[src/rtl/reg_file_pkg.sv]
// Shared core configuration: ROB id width, register id width, word type.
// Imported by the register file and its read ports.
package reg_file_pkg;

   localparam int ROB_SIZE_BIT = 4;
   localparam int REG_ID_BIT   = 5;
   localparam int REG_NUM      = 32;
   localparam int XLEN         = 32;

   typedef logic [XLEN-1:0]       word_t;
   typedef logic [REG_ID_BIT-1:0] reg_id_t;

   function automatic logic is_x0(input reg_id_t r);
      return r == '0;
   endfunction

endpackage

[src/rtl/rf_read_port.sv]
// One operand query port: x0 forcing plus optional commit bypass (RF_COMMIT_BYPASS_EN).
// Purely combinational, 0-cycle latency; no backpressure.
import reg_file_pkg::*;

module rf_read_port #(
   parameter int ROB_SIZE_BIT = reg_file_pkg::ROB_SIZE_BIT
) (
   input  logic [REG_ID_BIT-1:0]   qry_reg,
   input  logic [XLEN-1:0]         reg_value,
   input  logic                    reg_busy,
   input  logic [ROB_SIZE_BIT-1:0] reg_tag,
   input  logic                    commit_en,
   input  logic [REG_ID_BIT-1:0]   commit_reg,
   input  logic [XLEN-1:0]         commit_value,
   input  logic [ROB_SIZE_BIT-1:0] commit_rob_id,
   output logic [XLEN-1:0]         qry_value,
   output logic                    qry_busy,
   output logic [ROB_SIZE_BIT-1:0] qry_rob_id
);

`ifdef RF_COMMIT_BYPASS_EN
   localparam bit BYPASS_EN = 1'b1;
`else
   localparam bit BYPASS_EN = 1'b0;
`endif

   logic bypass_hit;

   // Only the commit that retires the current producer may stand in for it.
   assign bypass_hit = BYPASS_EN && commit_en && (commit_reg == qry_reg)
                       && reg_busy && (reg_tag == commit_rob_id);

   always_comb begin
      qry_value  = reg_value;
      qry_busy   = reg_busy;
      qry_rob_id = reg_tag;
      if (is_x0(qry_reg)) begin
         qry_value  = '0;
         qry_busy   = 1'b0;
         qry_rob_id = '0;
      end else if (bypass_hit) begin
         qry_value = commit_value;
         qry_busy  = 1'b0;
      end
   end

endmodule

[src/rtl/reg_file.sv]
// Architectural register file with rename tags; commits from ROB, renames from Decoder, two queries.
// Updates on posedge clk_in when rdy_in=1 (rdy_in low holds all state); queries 0-cycle; RF_COMMIT_BYPASS_EN optional.
import reg_file_pkg::*;

module reg_file #(
   parameter int ROB_SIZE_BIT = reg_file_pkg::ROB_SIZE_BIT,
   parameter int REG_NUM      = reg_file_pkg::REG_NUM
) (
   input  logic                    clk_in,
   input  logic                    rst_in,
   input  logic                    rdy_in,
   input  logic                    rob_clear,
   input  logic                    commit_en,
   input  logic [REG_ID_BIT-1:0]   commit_reg,
   input  logic [XLEN-1:0]         commit_value,
   input  logic [ROB_SIZE_BIT-1:0] commit_rob_id,
   input  logic                    rename_en,
   input  logic [REG_ID_BIT-1:0]   rename_reg,
   input  logic [ROB_SIZE_BIT-1:0] rename_rob_id,
   input  logic [REG_ID_BIT-1:0]   qry1_reg,
   output logic [XLEN-1:0]         qry1_value,
   output logic                    qry1_busy,
   output logic [ROB_SIZE_BIT-1:0] qry1_rob_id,
   input  logic [REG_ID_BIT-1:0]   qry2_reg,
   output logic [XLEN-1:0]         qry2_value,
   output logic                    qry2_busy,
   output logic [ROB_SIZE_BIT-1:0] qry2_rob_id
);

   typedef logic [ROB_SIZE_BIT-1:0] rob_id_t;

   word_t              value_q [REG_NUM];
   word_t              value_d [REG_NUM];
   logic [REG_NUM-1:0] busy_q;
   logic [REG_NUM-1:0] busy_d;
   rob_id_t            tag_q   [REG_NUM];
   rob_id_t            tag_d   [REG_NUM];

   always_comb begin
      value_d = value_q;
      busy_d  = busy_q;
      tag_d   = tag_q;
      if (rdy_in) begin
         if (commit_en && !is_x0(commit_reg)) begin
            value_d[commit_reg] = commit_value;
            // A younger rename owns the tag; only the matching producer releases busy.
            if (busy_q[commit_reg] && (tag_q[commit_reg] == commit_rob_id))
               busy_d[commit_reg] = 1'b0;
         end
         if (rob_clear) begin
            busy_d = '0;
         end else if (rename_en && !is_x0(rename_reg)) begin
            busy_d[rename_reg] = 1'b1;
            tag_d[rename_reg]  = rename_rob_id;
         end
      end
   end

   always_ff @(posedge clk_in or posedge rst_in) begin
      if (rst_in) begin
         for (int i = 0; i < REG_NUM; i++) begin
            value_q[i] <= '0;
            tag_q[i]   <= '0;
         end
         busy_q <= '0;
      end else begin
         value_q <= value_d;
         busy_q  <= busy_d;
         tag_q   <= tag_d;
      end
   end

   rf_read_port #(.ROB_SIZE_BIT(ROB_SIZE_BIT)) u_rd1 (
      .qry_reg       (qry1_reg),
      .reg_value     (value_q[qry1_reg]),
      .reg_busy      (busy_q[qry1_reg]),
      .reg_tag       (tag_q[qry1_reg]),
      .commit_en     (commit_en),
      .commit_reg    (commit_reg),
      .commit_value  (commit_value),
      .commit_rob_id (commit_rob_id),
      .qry_value     (qry1_value),
      .qry_busy      (qry1_busy),
      .qry_rob_id    (qry1_rob_id)
   );

   rf_read_port #(.ROB_SIZE_BIT(ROB_SIZE_BIT)) u_rd2 (
      .qry_reg       (qry2_reg),
      .reg_value     (value_q[qry2_reg]),
      .reg_busy      (busy_q[qry2_reg]),
      .reg_tag       (tag_q[qry2_reg]),
      .commit_en     (commit_en),
      .commit_reg    (commit_reg),
      .commit_value  (commit_value),
      .commit_rob_id (commit_rob_id),
      .qry_value     (qry2_value),
      .qry_busy      (qry2_busy),
      .qry_rob_id    (qry2_rob_id)
   );

endmodule

[config.mk]
export PLATFORM = sky130hd
export DESIGN_NAME = reg_file
export DESIGN_NICKNAME = d
export VERILOG_FILES = /design/src/rtl/reg_file_pkg.sv /design/src/rtl/rf_read_port.sv /design/src/rtl/reg_file.sv
export SDC_FILE = /design/constraint.sdc
export NUM_CORES = 2
export LEC_CHECK = 0
export ABC_CLOCK_PERIOD_IN_PS = 56600
export BUFFER_PORTS_ARGS = -buffer_cell sky130_fd_sc_hd__buf_2
export CAP_MARGIN = 20
export CORE_MARGIN = 4
export CORE_UTILIZATION = 30
export DETAILED_ROUTE_END_ITERATION = 6
export PLACE_DENSITY = 0.49
export SLEW_MARGIN = 10
export SYNTH_ARGS = -nofsm -noshare
export SYNTH_HDL_FRONTEND = slang
export SYNTH_HIERARCHICAL = 1
export SYNTH_SLANG_ARGS = --single-unit
export TNS_END_PERCENT = 20
[constraint.sdc]
create_clock -name clk_in -period 56.6 [get_ports clk_in]
set_input_delay 8.49 -clock clk_in [delete_from_list [all_inputs] [get_ports clk_in]]
set_output_delay 8.49 -clock clk_in [all_outputs]
set_load 0.05 [all_outputs]
==> flow_summary.rst <==
.. list-table::
   :header-rows: 1

   * - Metric
     - Value
   * - Minimum clock period
     - 21.54 ns
   * - Post CTS Setup Buffer Count
     - 0
   * - DR DRC count
     - 0
   * - Hold bufs inserted after CTS
     - 0
   * - Final HPWL from detailed placement
     - 119 mm
   * - CP max FO
     - 94
   * - Clock tree from TritonCTS
     - built
   * - Number of sinks driven by the clock tree
     - 1184
   * - Maximum root-to-sink buffer count
     - 3
   * - Register-to-register setup slack
     - 53.10 ns
   * - Routed via count
     - 39.3k
   * - Layout cell share with drive strength beyond 1
     - 58.8%
   * - Worst setup slack after placement
     - about 35 ns
   * - Number of nets in the layout
     - 4052
   * - Hold WC Path Type
     - reg -> reg
   * - Area of the placeable core
     - roughly 210000 um^2
   * - Via count of the first global-routing pass
     - 41.0k
   * - Final count of hold timing violations
     - 0
   * - Average size of a mapped cell
     - 15.8 um^2
   * - Routed wirelength normalized by instance count
     - 31.0 um
   * - Post-synth ARST share
     - 100%
   * - Category of the most critical setup path
     - in -> out
   * - Fin crit share
     - between 30% and 40%
   * - Worst flop-to-flop path endpoint
     - busy_q[17]$_DFFE_PP0P_
   * - Net count of the mapped netlist
     - 4146
   * - Slowest cell on the critical path
     - sky130_fd_sc_hd__buf_4
   * - Number of buffers added by the clock tree synthesis step
     - ~140
   * - Warnings from Yosys
     - 6
   * - Root Buffer Master
     - sky130_fd_sc_hd__clkbuf_16
   * - Synth unique cells
     - between 40 and 50
   * - Die Span Y
     - about 470 um
   * - Gates resized, CTS repair
     - 0
   * - Number of violations of the max-capacitance limit
     - 0
   * - Global-route congestion overflow total
     - 0
   * - Hold path endpoint
     - value_q[996]$_DFFE_PP0P_
   * - EDFF count, synth
     - 0
   * - Number of DRC markers in iteration 0
     - 3313
   * - Worst max-slew margin expressed relative to the limit
     - 18.8%
   * - Die boundary width
     - between 400 and 500 um
   * - CP Launch Type
     - primary input
   * - Antenna Violating Nets Remaining
     - 0
   * - Peak per-stage delay on the critical path
     - 0.77 ns
   * - Dominant register cell in the synthesized netlist
     - sky130_fd_sc_hd__dfrtp_1
   * - Number of failing setup endpoints in the final timing report
     - 0
   * - Filler cells
     - around 21k
   * - Lkg Pwr
     - 31.7 nW
   * - Cell type contributing the most total cell area after synthesis
     - sky130_fd_sc_hd__dfrtp_1
   * - Number of antenna violations at the first check in global routing
     - 20
   * - Die Footprint
     - 223000 um^2
   * - Largest clock skew in the final design
     - 0.0303 ns
   * - Pins over their slew limit
     - 0
   * - HP Start
     - value_q[996]$_DFFE_PP0P_
   * - Unrepaired setup endpoints after global routing
     - false
   * - Yosys top cell area share
     - 45.8%
   * - Area growth from synthesis to layout
     - 12.7%
   * - Number of top-level design ports
     - between 100 and 150
   * - Post-Route WL
     - 216 mm
   * - Area of the mapped netlist
     - around 65000 um^2
   * - Worst VDD drop
     - 0.0276 mV
   * - Total power per unit cell area
     - 32.7 nW/um^2
   * - Maximum operating frequency
     - 0.0464 GHz
   * - Area used by sequential logic in the layout
     - 29600 um^2
   * - Crit end category
     - output port
   * - Number of standard cells in the final layout excluding fillers
     - 6947
   * - Pin count of the biggest net entering global routing
     - between 150 and 200
   * - Least setup slack across all paths after layout
     - 35.06 ns
   * - Reg clk slew, reported paths
     - 0.06 ns
   * - Source of the worst register-to-register timing path
     - tag_q[7]$_DFFE_PP0P_
   * - Result of the run
     - finished clean
   * - Detailed-router iteration count before antenna repair
     - 7
   * - Setup_tns
     - 0 ns
   * - Cell depth of the worst hold path
     - 0
   * - Multi-input logic area
     - 33300 um^2
   * - # placed instances
     - 6677
   * - Number of cells on the worst reg-to-reg path
     - 8
   * - Site row count
     - 170
   * - Wire length of the first global-routing pass
     - 312 mm
   * - Maximum level of the CTS H-tree
     - 4
   * - Number of port buffers
     - approximately 140
   * - Synthesized instance count
     - 4080
   * - All-layer global routing usage
     - 19.3%
   * - Routability congestion estimate from global placement
     - 0.789
   * - Skew-Pair Late Insertion Delay
     - a little under 0.8 ns
   * - Seq cells post-synth
     - 1184
   * - Top area cells in the synthesized netlist
     - sky130_fd_sc_hd__dfrtp_1, sky130_fd_sc_hd__mux4_2, sky130_fd_sc_hd__mux2_2, sky130_fd_sc_hd__clkbuf_1, sky130_fd_sc_hd__mux2i_1
   * - Cell-by-cell listing of the critical path
     - buf_8, buf_4, buf_4, buf_4, mux4_2, mux4_2, mux2_2, a21boi_0, buf_2
   * - Via count normalized by instance count
     - 5.66
   * - Crit path top cell by count
     - sky130_fd_sc_hd__buf_4
   * - Register area share after synthesis
     - a little under half
   * - Data arrival time of the worst path
     - between 10 and 15 ns
   * - Initial Util
     - 30.2%
   * - Req. time, crit path
     - ~48 ns
   * - Worst-margin pin slew
     - 1.21 ns
how the worst max path moves through the flow:
| stage | from | end | slack, ns |
|---|---|---|---|
| CTS | qry1_reg[1] | qry1_rob_id[3] | 35.13 |
| global route | qry1_reg[1] | qry1_rob_id[3] | 35.00 |
| global placement | qry1_reg[1] | qry1_rob_id[3] | 35.10 |
| finish | qry1_reg[1] | qry1_rob_id[3] | 35.06 |
| detailed placement | qry1_reg[1] | qry1_rob_id[3] | 35.12 |
| floorplan | rst_in | busy_q[0]$_DFFE_PP0P_ | 14.76 |
cell families (layout without fill, tap and decap cells):
kind of cell,after synthesis,after routing,synth area share (%)
other,0,9,0
XOR/XNOR,3,3,0.0406
AND/OR/NAND/NOR,265,265,1.94
multiplexers,1972,1972,47.3
AO/OA/AOI/OAI,175,175,1.85
buffers and inverters,481,501,3.02
flip-flops,1184,1184,45.8
cells in the final DEF, fill, tap and decap left out, types with 18 or more instances in the layout:
| master | Yosys | routed |
|---|---|---|
| sky130_fd_sc_hd__nor2_1 | 68 | 52 |
| sky130_fd_sc_hd__clkbuf_1 | 298 | 43 |
| sky130_fd_sc_hd__clkinv_2 | 0 | 22 |
| sky130_fd_sc_hd__clkbuf_8 | 0 | 29 |
| sky130_fd_sc_hd__buf_4 | 5 | 83 |
| sky130_fd_sc_hd__nand2_1 | 114 | 101 |
| sky130_fd_sc_hd__a21boi_1 | 54 | 54 |
| sky130_fd_sc_hd__mux2i_1 | 56 | 56 |
| sky130_fd_sc_hd__o21ai_0 | 35 | 35 |
| sky130_fd_sc_hd__mux2_2 | 1165 | 1165 |
| sky130_fd_sc_hd__clkbuf_16 | 0 | 149 |
| sky130_fd_sc_hd__mux4_2 | 751 | 751 |
| sky130_fd_sc_hd__buf_2 | 61 | 128 |
| sky130_fd_sc_hd__dfrtp_1 | 1184 | 1184 |
| sky130_fd_sc_hd__a21oi_1 | 18 | 18 |
layout make-up:
type	count	area share [%]
clock buffer	219	5.85
sequential	1184	40.7
timing repair buffer	225	2.06
antenna	9	0.0309
clock inverter	41	0.723
inverter	16	0.0961
tap	2838	4.87
multi-input combinational	2415	45.7
through the flow:
stage	instance area [um^2]	hold slack, ns	total power, mW	utilization (%)
finish	72900	0.394	2.39	34.0
global placement	68000	0.377	1.45	31.7
detailed placement	68000	0.383	1.46	31.7
global route	72900	0.407	2.48	34.0
CTS	72800	0.396	2.41	34.0
floorplan	64700	0.441	1.35	-
worst max-delay path: cells and delay by family:
family / cells / cell delay, ns
AO/OA/AOI/OAI: 1 / 0.15
multiplexers: 3 / 1.23
buffers and inverters: 5 / 2.99
flip-flops by register name, indices dropped and copies added (netlist names):
signal	flops
value_q	1024
tag_q	128
busy_q	32
Yosys cell counts, types with 4 or more instances:
master                     instances
sky130_fd_sc_hd__a41oi_1           6
sky130_fd_sc_hd__nand3_1          10
sky130_fd_sc_hd__buf_6             7
sky130_fd_sc_hd__inv_1            14
sky130_fd_sc_hd__a21boi_1         54
sky130_fd_sc_hd__nor2b_1           5
sky130_fd_sc_hd__a21oi_1          18
sky130_fd_sc_hd__nor3_1           13
sky130_fd_sc_hd__buf_2            61
sky130_fd_sc_hd__mux4_2          751
sky130_fd_sc_hd__nand3b_1          8
sky130_fd_sc_hd__nand2_1         114
sky130_fd_sc_hd__dfrtp_1        1184
sky130_fd_sc_hd__a31oi_1           9
sky130_fd_sc_hd__clkbuf_1        298
sky130_fd_sc_hd__o22ai_1          16
sky130_fd_sc_hd__nor2_1           68
sky130_fd_sc_hd__o21ai_0          35
sky130_fd_sc_hd__nand4_1           7
sky130_fd_sc_hd__mux2i_1          56
sky130_fd_sc_hd__buf_4             5
sky130_fd_sc_hd__mux2_2         1165
sky130_fd_sc_hd__or2_2             4
sky130_fd_sc_hd__a21boi_2          6
sky130_fd_sc_hd__nand2b_1          8
sky130_fd_sc_hd__or3b_2            4
sky130_fd_sc_hd__a21boi_0         14
sky130_fd_sc_hd__nor4_1            6
sky130_fd_sc_hd__buf_1            94
routing by layer:
layer / global-route usage [%] / share of wire (%)
met5: 0 / 0.0079
met4: 5.38 / 2.7
met3: 2.94 / 5.3
met2: 32.0 / 49
met1: 26.3 / 43
power breakdown:
group	internal (mW)	switching (mW)	leakage, nW
sequential	0.949	0.0745	15.8
clock	0.558	0.386	2.34
combinational	0.227	0.191	13.5
Power figures use the tool's default switching activity.
